--- src/rtl/snes_pad_reader_pkg.sv ---
// snes_pad_pkg: shared definitions for the joypad reader.
//  - pad_state_e : frame sequencer states
//  - BTN_*       : bit positions of each button in the O_BUTTONS layout
//  - SER_TO_P1   : serial bit index -> O_BUTTONS bit index map
//  - ser_to_p1() : applies the map to a full serial frame
package snes_pad_pkg;

  typedef enum logic [2:0] {
    IDLE  = 3'd0,
    LATCH = 3'd1,
    LOW   = 3'd2,
    HIGH  = 3'd3,
    DONE  = 3'd4
  } pad_state_e;

  localparam logic [2:0] BTN_START  = 3'd7;
  localparam logic [2:0] BTN_SELECT = 3'd6;
  localparam logic [2:0] BTN_B      = 3'd5;
  localparam logic [2:0] BTN_A      = 3'd4;
  localparam logic [2:0] BTN_DOWN   = 3'd3;
  localparam logic [2:0] BTN_UP     = 3'd2;
  localparam logic [2:0] BTN_LEFT   = 3'd1;
  localparam logic [2:0] BTN_RIGHT  = 3'd0;

  // Entry for serial bit i lives at [3*i +: 3]; serial order is
  // A, B, SELECT, START, UP, DOWN, LEFT, RIGHT (bit 0 first).
  localparam logic [23:0] SER_TO_P1 = {BTN_RIGHT, BTN_LEFT, BTN_DOWN, BTN_UP,
                                       BTN_START, BTN_SELECT, BTN_B, BTN_A};

  localparam logic [3:0] STABLE_MAX = 4'd15;

  // Pure wiring permutation from serial frame to O_BUTTONS layout.
  function automatic logic [7:0] ser_to_p1(input logic [7:0] ser);
    logic [7:0] p1;
    p1 = 8'h00;
    for (int i = 0; i < 8; i++) begin
      p1[SER_TO_P1[3*i +: 3]] = ser[i];
    end
    return p1;
  endfunction

endpackage

--- src/rtl/snes_pad_reader_if.sv ---
// snes_pad_if: pad-side serial lines plus the debounced button bus.
//  I_DATA    pad serial data (0 = pressed), driven by the pad
//  O_LATCH   latch strobe to the pad
//  O_PULSE   shift clock to the pad
//  O_BUTTONS debounced buttons, 1 = pressed
//  O_UPDATE  one-cycle pulse when O_BUTTONS changes
//  O_BUSY    frame in progress
// master = the reader, slave = pad + P1 consumer side.
interface snes_pad_if;
  logic       I_DATA;
  logic       O_LATCH;
  logic       O_PULSE;
  logic [7:0] O_BUTTONS;
  logic       O_UPDATE;
  logic       O_BUSY;

  modport master (
    input  I_DATA,
    output O_LATCH, O_PULSE, O_BUTTONS, O_UPDATE, O_BUSY
  );

  modport slave (
    output I_DATA,
    input  O_LATCH, O_PULSE, O_BUTTONS, O_UPDATE, O_BUSY
  );
endinterface

--- src/rtl/snes_pad_reader_tick.sv ---
// snes_pad_tick: divide-by-TICK_DIV phase tick generator.
//  I_CLK   clock
//  I_RESET synchronous active-high reset
//  clr     restarts the division so the next tick is TICK_DIV cycles away
//  tick    high for one cycle at terminal count (TICK_DIV-1)
module snes_pad_tick #(
  parameter int TICK_DIV = 200
) (
  input  logic I_CLK,
  input  logic I_RESET,
  input  logic clr,
  output logic tick
);

  localparam int CW = (TICK_DIV > 1) ? $clog2(TICK_DIV) : 1;
  localparam logic [CW-1:0] TICK_LAST = CW'(TICK_DIV - 1);

  logic [CW-1:0] cnt_r;

  // Free-running modulo-TICK_DIV counter, restarted by clr.
  always_ff @(posedge I_CLK) begin
    if (I_RESET) begin
      cnt_r <= '0;
    end else if (clr) begin
      cnt_r <= '0;
    end else if (cnt_r == TICK_LAST) begin
      cnt_r <= '0;
    end else begin
      cnt_r <= cnt_r + CW'(1);
    end
  end

  assign tick = (cnt_r == TICK_LAST);

endmodule

--- src/rtl/snes_pad_reader.sv ---
// snes_pad_reader: polls an NES-style serial pad, debounces the 8 buttons
// and presents them active-high in the P1 layout.
//  I_CLK    system clock
//  I_RESET  synchronous active-high reset
//  pad      snes_pad_if.master: I_DATA in; O_LATCH, O_PULSE, O_BUTTONS,
//           O_UPDATE, O_BUSY out (all outputs registered)
module snes_pad_reader
  import snes_pad_pkg::*;
#(
  parameter int TICK_DIV = 200,
  parameter int POLL_DIV = 550000,
  parameter int DEBOUNCE = 2
) (
  input logic         I_CLK,
  input logic         I_RESET,
  snes_pad_if.master  pad
);

  localparam int PW = $clog2(POLL_DIV);
  localparam logic [PW-1:0] POLL_LAST = PW'(POLL_DIV - 1);
  localparam logic [3:0]    DEB_TH    = 4'(DEBOUNCE);

  logic          data_meta_r;
  logic          data_sync_r;
  logic          pressed_s;
  logic [PW-1:0] poll_cnt_r;
  logic          poll_wrap_s;
  logic          frame_start_s;
  logic          tick_s;
  pad_state_e    state_r;
  logic          latch_r;
  logic          pulse_r;
  logic          busy_r;
  logic          update_r;
  logic          latch_half_r;
  logic [2:0]    bit_r;
  logic [7:0]    shift_r;
  logic [7:0]    prev_r;
  logic [3:0]    stable_r;
  logic [7:0]    buttons_r;
  logic [7:0]    frame_s;
  logic [3:0]    stable_next_s;
  logic          commit_s;

  // Two-flop synchroniser; resets to "released" (line high).
  always_ff @(posedge I_CLK) begin
    if (I_RESET) begin
      data_meta_r <= 1'b1;
      data_sync_r <= 1'b1;
    end else begin
      data_meta_r <= pad.I_DATA;
      data_sync_r <= data_meta_r;
    end
  end

  assign pressed_s = ~data_sync_r;

  // Frame-rate poll counter, 0..POLL_DIV-1.
  always_ff @(posedge I_CLK) begin
    if (I_RESET) begin
      poll_cnt_r <= '0;
    end else if (poll_wrap_s) begin
      poll_cnt_r <= '0;
    end else begin
      poll_cnt_r <= poll_cnt_r + PW'(1);
    end
  end

  assign poll_wrap_s = (poll_cnt_r == POLL_LAST);
  // A wrap while busy is ignored, so only an idle wrap restarts the tick.
  assign frame_start_s = poll_wrap_s && (state_r == IDLE);

  snes_pad_tick #(.TICK_DIV(TICK_DIV)) u_tick (
    .I_CLK   (I_CLK),
    .I_RESET (I_RESET),
    .clr     (frame_start_s),
    .tick    (tick_s)
  );

  // Debounce decision for the frame held in shift_r (used only in DONE).
  always_comb begin
    frame_s       = ser_to_p1(shift_r);
    stable_next_s = 4'd1;
    if (frame_s == prev_r) begin
      if (stable_r == STABLE_MAX) begin
        stable_next_s = STABLE_MAX;
      end else begin
        stable_next_s = stable_r + 4'd1;
      end
    end else begin
      stable_next_s = 4'd1;
    end
    commit_s = (stable_next_s >= DEB_TH) && (frame_s != buttons_r);
  end

  // Frame sequencer: latch, 8 samples with 7 shift pulses, then debounce.
  always_ff @(posedge I_CLK) begin
    if (I_RESET) begin
      state_r      <= IDLE;
      latch_r      <= 1'b0;
      pulse_r      <= 1'b0;
      busy_r       <= 1'b0;
      update_r     <= 1'b0;
      latch_half_r <= 1'b0;
      bit_r        <= 3'd0;
      shift_r      <= 8'h00;
      prev_r       <= 8'h00;
      stable_r     <= 4'd0;
      buttons_r    <= 8'h00;
    end else begin
      update_r <= 1'b0;
      case (state_r)
        IDLE: begin
          if (poll_wrap_s) begin
            state_r      <= LATCH;
            latch_r      <= 1'b1;
            busy_r       <= 1'b1;
            latch_half_r <= 1'b0;
          end
        end
        LATCH: begin
          // Latch spans two ticks; latch_half_r marks the first one.
          if (tick_s) begin
            if (latch_half_r) begin
              state_r <= LOW;
              latch_r <= 1'b0;
              bit_r   <= 3'd0;
            end else begin
              latch_half_r <= 1'b1;
            end
          end
        end
        LOW: begin
          if (tick_s) begin
            shift_r[bit_r] <= pressed_s;
            if (bit_r == 3'd7) begin
              state_r <= DONE;
            end else begin
              state_r <= HIGH;
              pulse_r <= 1'b1;
            end
          end
        end
        HIGH: begin
          if (tick_s) begin
            pulse_r <= 1'b0;
            bit_r   <= bit_r + 3'd1;
            state_r <= LOW;
          end
        end
        DONE: begin
          stable_r <= stable_next_s;
          prev_r   <= frame_s;
          if (commit_s) begin
            buttons_r <= frame_s;
            update_r  <= 1'b1;
          end
          state_r <= IDLE;
          busy_r  <= 1'b0;
        end
        default: begin
          state_r <= IDLE;
          latch_r <= 1'b0;
          pulse_r <= 1'b0;
          busy_r  <= 1'b0;
        end
      endcase
    end
  end

  assign pad.O_LATCH   = latch_r;
  assign pad.O_PULSE   = pulse_r;
  assign pad.O_BUTTONS = buttons_r;
  assign pad.O_UPDATE  = update_r;
  assign pad.O_BUSY    = busy_r;

endmodule

--- src/flat_wrapper.sv ---
// flat-port wrapper written by rule: the top's interface ports become plain ports
module snes_pad_reader_flat import snes_pad_pkg::*;
#(
  parameter int TICK_DIV = 200,
  parameter int POLL_DIV = 550000,
  parameter int DEBOUNCE = 2
)
  (I_CLK, I_RESET, pad_I_DATA, pad_O_LATCH, pad_O_PULSE, pad_O_BUTTONS, pad_O_UPDATE, pad_O_BUSY);
  snes_pad_if pad_i ();
  input logic I_CLK;
  input logic I_RESET;
  input wire logic [$bits(pad_i.I_DATA)-1:0] pad_I_DATA;
  output wire logic [$bits(pad_i.O_LATCH)-1:0] pad_O_LATCH;
  output wire logic [$bits(pad_i.O_PULSE)-1:0] pad_O_PULSE;
  output wire logic [$bits(pad_i.O_BUTTONS)-1:0] pad_O_BUTTONS;
  output wire logic [$bits(pad_i.O_UPDATE)-1:0] pad_O_UPDATE;
  output wire logic [$bits(pad_i.O_BUSY)-1:0] pad_O_BUSY;
  assign pad_i.I_DATA = pad_I_DATA;
  assign pad_O_LATCH = pad_i.O_LATCH;
  assign pad_O_PULSE = pad_i.O_PULSE;
  assign pad_O_BUTTONS = pad_i.O_BUTTONS;
  assign pad_O_UPDATE = pad_i.O_UPDATE;
  assign pad_O_BUSY = pad_i.O_BUSY;
  snes_pad_reader #(.TICK_DIV(TICK_DIV), .POLL_DIV(POLL_DIV), .DEBOUNCE(DEBOUNCE)) u_core (.I_CLK(I_CLK), .I_RESET(I_RESET), .pad(pad_i));
endmodule
--- config.mk ---
export PLATFORM = sky130hd
export DESIGN_NAME = snes_pad_reader_flat
export DESIGN_NICKNAME = d
export VERILOG_FILES = /design/src/rtl/snes_pad_reader_pkg.sv /design/src/rtl/snes_pad_reader_if.sv /design/src/rtl/snes_pad_reader_tick.sv /design/src/rtl/snes_pad_reader.sv /design/src/flat_wrapper.sv
export SDC_FILE = /design/constraint.sdc
export NUM_CORES = 1
export LEC_CHECK = 0
export BUFFER_PORTS_ARGS = -buffer_cell sky130_fd_sc_hd__buf_4
export CAP_MARGIN = 20
export CORE_MARGIN = 5
export CORE_UTILIZATION = 36
export DETAILED_ROUTE_END_ITERATION = 8
export PLACE_DENSITY_LB_ADDON = 0.12
export REMOVE_ABC_BUFFERS = 1
export SLEW_MARGIN = 20
export SYNTH_ARGS = -nofsm -noshare
export SYNTH_HDL_FRONTEND = slang
export SYNTH_SLANG_ARGS = --single-unit
--- constraint.sdc ---
create_clock -name I_CLK -period 3.15 [get_ports I_CLK]
set_clock_uncertainty 0.15 [all_clocks]
set_input_delay 0.63 -clock I_CLK [delete_from_list [all_inputs] [get_ports I_CLK]]
set_output_delay 0.63 -clock I_CLK [all_outputs]
set_load 0.005 [all_outputs]
==> results.toml, run 1 <==
[layout]
antenna-diode-count = 0
syn2layout_area_growth_pct = 10.9
final_layout_size_suffix_gt1_share_pct = 11.3
num-nets-final = 387
layout.filler_cells = 915
leading_cell_type_in_the_layout_fill_and_taps_excluded = "sky130_fd_sc_hd__dfxtp_1"
highest_count_cells_in_the_layout_ignoring_fill_and_taps = "69 x sky130_fd_sc_hd__dfxtp_1, 45 x sky130_fd_sc_hd__nor2_1, 41 x sky130_fd_sc_hd__nand2_1"
finish.cell_count_without_fillers = 490

[synth]
synth_seq_area_share_pct = 42.4
synth-seq-cells = 69
synthesis.instances = 365
synth-async-reset-ratio_pct = 0
netlist_area_um2 = 3260
synthesis.yosys.warnings = 0
synth_enable_flop_cells = 0
synth_area_per_inst_um2 = 8.92
synth_cell_type_count = 55
ys.flop_type = "sky130_fd_sc_hd__dfxtp_1"

[power]
powerDensity_nw_per_um2 = 430
power.static_leakage_uw = 0.00129
power.net_switching_uw = 338
clkPwrFrac_pct = 40.2
combPwrFrac_pct = 2.6
vdd_ir_drop_max_v = 0.000292
switching_share_pct = 21.8
p_int_uw = 1220
seq_power_share_pct = 57.2

[cts]
clock_latency_ns = 0.33
clk_root_buffer_cell = "sky130_fd_sc_hd__clkbuf_8"
htreeDepth = 3
post_cts_hold_buffers = 0
postCtsResizedCells = 0
path_clk_slew_ns = 0.07
cts_tree = "done"
cts.sinks = 69
postCtsSetupBuffers = 0
cts_made_buffers = 9
clock_path_buffers = 2

[sta]
grt_setup_unrepaired = "no"
final_period_minus_worst_setup_slack_ns = 2.30
drv_slew = 0
hold_violations = 0
setup_tns_ns = 0
tightest_slew_ns = 0.654
max_freq_mhz = 435
count_of_final_setup_violators = 0
timing.max_slew.rel_slack_pct = 56.4
finalCritPeriodShare_pct = 72.9

[grt]
wire_length_of_the_first_global_routing_pass_um = 10900
largest_net_degree_at_the_start_of_global_routing = 52
overall_fraction_of_global_route_tracks_in_use_pct = 11.9
initial_antenna_violation_count = 0
grt_overflow_total = 0
number_of_global_route_vias_before_repair = 2260

[drt]
dr.first_iter.drc_count = 54
routed.top_layer = "met4"
met1_layer_wirelength_in_the_final_routing_um = 3030
drt_drc_violations_left = 0
wl_per_cell_um = 12.7
antenna_left = 0
met3_wirelength_um = 225
totalWireLength_um = 6240
post_drt_via_cell_ratio = 4.93
route.vias.total = 2417
drt_first_pass_iters = 4
dr_wl_met2_um = 2930

[placed_design]
gpl.final_weighted_congestion = 0.748
hpwlAfterDp_um = 4310
io_buffer_count = 14
placed_cells = 476

[worst_setup_path]
timing.critical_path.to_type = "register"
cp_cell_sequence = "ha_1 > and3_1 > nand2_1 > nor4_4 > or2_1 > nor2_1"
required_ns = 3.19
class_of_the_most_critical_setup_path = "reg -> reg"
timing.critical_path.fanout_max = 20
critical-path-slowest-cell = "sky130_fd_sc_hd__or2_1"
crit_arrival_ns = 2.34
crit_path_max_incr_delay_ns = 0.59
setup.worst_path.start_class = "register"
r2r_setup_slack_ns = 0.85

[run]
max_cap_viol_count = 0

[floorplanning]
chipWidth_um = 105
pin_count = 15
floorplan.rows = 34
fp.coreArea_um2 = 8760
die-area_um2 = 11000
die_y_um = 105
initial_core_util_pct = 37.2

[hold_path]
timing.hold.worst.class = "reg -> reg"

[status]
run_status = "finished, final reports clean"
-- routing by layer --
metal | global-route usage (%) | up-vias
met3 | 4.01 | 5
li1 | - | 1285
met5 | 0 | -
met2 | 18.6 | 34
met4 | 3.29 | 0
met1 | 15.7 | 1093
-- synthesized netlist by cell type, types with 2 or more instances --
cell	count	area share (%)
sky130_fd_sc_hd__nor3b_2	2	0.77
sky130_fd_sc_hd__mux2i_1	11	3.4
sky130_fd_sc_hd__nand3_1	16	2.5
sky130_fd_sc_hd__o21ai_0	2	0.31
sky130_fd_sc_hd__nand2_1	41	4.7
sky130_fd_sc_hd__xor2_1	16	4.3
sky130_fd_sc_hd__nand4_1	9	1.7
sky130_fd_sc_hd__a21oi_1	21	3.2
sky130_fd_sc_hd__buf_2	5	0.77
sky130_fd_sc_hd__ha_1	5	1.9
sky130_fd_sc_hd__a31oi_1	2	0.38
sky130_fd_sc_hd__and3_1	6	1.2
sky130_fd_sc_hd__a221oi_1	3	0.81
sky130_fd_sc_hd__clkbuf_1	6	0.69
sky130_fd_sc_hd__or2_2	3	0.58
sky130_fd_sc_hd__xnor2_1	24	6.5
sky130_fd_sc_hd__nand2b_1	16	3.1
sky130_fd_sc_hd__nor2_1	45	5.2
sky130_fd_sc_hd__nor2b_1	8	1.5
sky130_fd_sc_hd__dfxtp_1	69	42
sky130_fd_sc_hd__nor3_1	5	0.77
sky130_fd_sc_hd__a211oi_1	5	1.2
sky130_fd_sc_hd__inv_1	7	0.81
sky130_fd_sc_hd__a311oi_1	4	1.1
sky130_fd_sc_hd__and2_1	4	0.77
-- stage by stage --
| step | power, uW | instance area [um2] | setup slack [ns] | hold slack [ns] | utilization (%) |
|---|---|---|---|---|---|
| detailed placement | 950 | 3450 | 0.831 | 0.248 | 39.3 |
| global route | 1630 | 3610 | 0.635 | 0.289 | 41.2 |
| floorplan | 931 | 3200 | 1.18 | 0.239 | - |
| global placement | 949 | 3450 | 0.884 | 0.242 | 39.3 |
| CTS | 1590 | 3610 | 0.808 | 0.265 | 41.2 |
| finish | 1550 | 3610 | 0.854 | 0.262 | 41.2 |
-- kinds of logic (layout without fill, tap and decap cells) --
| family | count (synthesis) | after routing | share of synthesized area [%] |
|---|---|---|---|
| mux | 11 | 11 | 3.38 |
| compound gates | 45 | 45 | 9.11 |
| fa+ha+maj | 5 | 5 | 1.92 |
| simple gates | 176 | 176 | 29.8 |
| xor+xnor | 40 | 40 | 10.8 |
| buf+inv | 19 | 36 | 2.61 |
| flops | 69 | 69 | 42.4 |
-- registers in the layout (all words and copies together) (netlist names), 3 cells and up --
register / count
u_core.poll_cnt_r: 20
u_core.pad.O_BUTTONS: 8
u_core.prev_r: 8
u_core.shift_r: 8
u_core.u_tick.cnt_r: 8
u_core.stable_r: 4
u_core.bit_r: 3
u_core.state_r: 3
-- critical path: cells and delay by family (launching register included) --
family | cells | cell delay (ns)
and+or+nand+nor | 5 | 1.42
adders and majority gates | 1 | 0.22
DFF | 1 | 0.37
-- power by group through the flow --
stage	clock network [uW]	registers, uW	logic (uW)
floorplan	0	908	23.5
global placement	0	909	40.3
detailed placement	0	909	40.6
CTS	656	889	40.7
global route	696	891	45.3
finish	624	889	39.7
-- path summary, 6_finish.rpt --
kind | cells past startpoint | from | endpoint
min | 1 | u_core.data_meta_r | u_core.data_sync_r
max | 6 | u_core.poll_cnt_r[0] | u_core.poll_cnt_r[2]
max reg2reg | 6 | u_core.poll_cnt_r[0] | u_core.poll_cnt_r[2]
min reg2reg | 1 | u_core.data_meta_r | u_core.data_sync_r
-- final cells by class --
class | count | area (um2) | area share (%)
Tap cell | 108 | 135 | 3.74
Timing Repair Buffer | 15 | 113 | 3.12
Clock buffer | 12 | 155 | 4.30
Sequential cell | 69 | 1380 | 38.3
Inverter | 7 | 26.3 | 0.728
Multi-Input combinational cell | 277 | 1790 | 49.6
Clock inverter | 2 | 10.0 | 0.277
Note: power is estimated with default switching activity, not from simulation.
==> run 2: changes to the inputs <==
==> constraint.sdc (replaced) <==
create_clock -name I_CLK -period 2.2 [get_ports I_CLK]
set_clock_uncertainty 0.15 [all_clocks]
set_input_delay 0.44 -clock I_CLK [delete_from_list [all_inputs] [get_ports I_CLK]]
set_output_delay 0.44 -clock I_CLK [all_outputs]
set_load 0.005 [all_outputs]
==> run 2 against run 1 <==
Compared with the run above:
- clock power up 67%
- register-to-register slack got worse by 0.58 ns
- maximum frequency up 19%
- hold slack lost 0.11 ns
- critical endpoint is now u_core.poll_cnt_r[7]
- largest cell class unchanged
==> results.toml, run 2 (synthesized netlist as in run 1, its figures left out) <==
[status]
run_status = "finished, final reports clean"

[cts]
path_clk_slew_ns = 0.08
cts_made_buffers = 9
post_cts_hold_buffers = 0
clk_root_buffer_cell = "sky130_fd_sc_hd__clkbuf_8"
cts_tree = "done"
htreeDepth = 3
postCtsSetupBuffers = 0
clock_latency_ns = 0.34
clock_path_buffers = 2
cts.sinks = 69

[grt]
gr-usage-met1_pct = 15.8
number_of_global_route_vias_before_repair = 2372
overall_fraction_of_global_route_tracks_in_use_pct = 12.1
grt_overflow_total = 0
top_usage_layer = "met2"
largest_net_degree_at_the_start_of_global_routing = 52
initial_antenna_violation_count = 0
wire_length_of_the_first_global_routing_pass_um = 11100
met2_track_demand_over_resource_in_global_routing_pct = 19.2
grt_use_met3_pct = 3.95

[placed_design]
hpwlAfterDp_um = 4450
gpl.final_weighted_congestion = 0.766
io_buffer_count = 14

[floorplanning]
floorplan.rows = 34
initial_core_util_pct = 37.2
chipWidth_um = 105
die_y_um = 105
die-area_um2 = 11000
pin_count = 15
fp.coreArea_um2 = 8760

[sta]
max_freq_mhz = 518
count_of_final_setup_violators = 0
drv_slew = 0
grt_setup_unrepaired = "no"
finalCritPeriodShare_pct = 87.8
final_period_minus_worst_setup_slack_ns = 1.93
hold_violations = 0
timing.max_slew.rel_slack_pct = 65.4
tightest_slew_ns = 0.516
setup_tns_ns = 0

[drt]
totalWireLength_um = 6360
drt_drc_violations_left = 0
dr.first_iter.drc_count = 90
antenna_left = 0
route.vias.total = 2474
wl_per_cell_um = 12.6
drt_first_pass_iters = 4
post_drt_via_cell_ratio = 4.90

[worst_setup_path]
timing.critical_path.fanout_max = 20
rr_startpoint = "u_core.poll_cnt_r[0]"
timing.critical_path.to_type = "register"
critical-path-slowest-cell = "sky130_fd_sc_hd__dfxtp_1"
setup.worst_path.start_class = "register"
timing.critical_path.buf_inv = 2
crit_arrival_ns = 2.01
class_of_the_most_critical_setup_path = "reg -> reg"
cp_cell_sequence = "ha_1 > and3_1 > nand2_1 > nor4_4 > buf_4 > or2_1 > buf_6 > nor2_1"
crit_path_max_incr_delay_ns = 0.37
worstSetupStartpoint = "u_core.poll_cnt_r[0]"
required_ns = 2.27
critical_path.top_delay_family = "simple AND/OR/NAND/NOR gates"

[power]
power.static_leakage_uw = 0.00138
switching_share_pct = 22.4
powerDensity_nw_per_um2 = 631
seq_power_share_pct = 53.7
power.net_switching_uw = 530
clkPwrFrac_pct = 43.8
p_int_uw = 1840
vdd_ir_drop_max_v = 0.000315
combPwrFrac_pct = 2.5

[layout]
layout.filler_cells = 916
largest_reg_flops = 20
register_ranked_first_by_flip_flop_count = "u_core.poll_cnt_r"
final_layout_size_suffix_gt1_share_pct = 14.9
highest_count_cells_in_the_layout_ignoring_fill_and_taps = "69 x sky130_fd_sc_hd__dfxtp_1, 45 x sky130_fd_sc_hd__nor2_1, 41 x sky130_fd_sc_hd__nand2_1"
final_util_pct = 42.8
num-nets-final = 401
multi_input_area_um2 = 1790
leading_cell_type_in_the_layout_fill_and_taps_excluded = "sky130_fd_sc_hd__dfxtp_1"
syn2layout_area_growth_pct = 15.2
final-seq-area_um2 = 1380
antenna-diode-count = 0

[hold_path]
timing.hold.worst.class = "in -> reg"
min-delay-start = "pad_I_DATA"

[run]
max_cap_viol_count = 0
==> run 2: cell count changes in the layout (fill, tap and decap cells not counted), sizes merged <==
cell	delta
inv	+1
bufinv	+1
buf	+14
clkbuf	-2
clkinvlp	+1
==> run 2: repair_timing <==
action,CTS,global route
hold endpoints to repair,0,0
endpoints found under the setup margin,0,1
resized for setup,0,1
==> run 2: layer usage <==
metal  share of wire [%]  vias up  wire (um)
li1                    -     1313          -
met1                  49     1133       3130
met2                  47       20       2980
met3                 2.8        8        177
met4                 1.3        0         81
met5                   0        -          0
==> run 2: metrics by stage <==
step                      instance area, um2  total power (uW)  hold WS (ns)  setup slack (ns)  std cells
after floorplan                         3200              1330         0.239             0.232        353
after global placement                  3550              1360         0.246             0.259        490
after detailed placement                3550              1360         0.252             0.232        490
after CTS                               3750              2420         0.133             0.202        505
after global routing                    3750              2490         0.132            0.0481        505
final                                   3750              2370         0.148             0.269        505
==> run 2: final timing paths <==
| check | end | slack, ns | cells past startpoint |
|---|---|---|---|
| setup / recovery | u_core.poll_cnt_r[7] | 0.27 | 8 |
| hold reg to reg | u_core.data_sync_r | 0.26 | 1 |
| hold / removal | u_core.data_meta_r | 0.15 | 2 |
| setup reg to reg | u_core.poll_cnt_r[7] | 0.27 | 8 |
==> run 2: worst reg2reg max path, cell delays in order (launching register included) <==
cell and delay, ns:
sky130_fd_sc_hd__dfxtp_1 0.37, sky130_fd_sc_hd__ha_1 0.21, sky130_fd_sc_hd__and3_1 0.22, sky130_fd_sc_hd__nand2_1 0.10
sky130_fd_sc_hd__nor4_4 0.20, sky130_fd_sc_hd__buf_4 0.19, sky130_fd_sc_hd__or2_1 0.12, sky130_fd_sc_hd__buf_6 0.19
sky130_fd_sc_hd__nor2_1 0.07
==> run 2: power by group through the flow <==
| stage | combinational, uW | sequential [uW] | clock, uW |
|---|---|---|---|
| after floorplan | 33.7 | 1300 | 0 |
| after global placement | 59.4 | 1300 | 0 |
| after detailed placement | 59.9 | 1300 | 0 |
| after CTS | 59.9 | 1270 | 1090 |
| after global routing | 68.3 | 1280 | 1150 |
| final | 59.2 | 1270 | 1040 |
==> run 2: cell type report <==
class | instances | share of cell area (%)
Sequential cell | 69 | 36.8
Clock buffer | 10 | 3.67
Clock inverter | 5 | 1.60
Inverter | 7 | 0.700
Tap cell | 108 | 3.60
Timing Repair Buffer | 29 | 5.90
Multi-Input combinational cell | 277 | 47.7
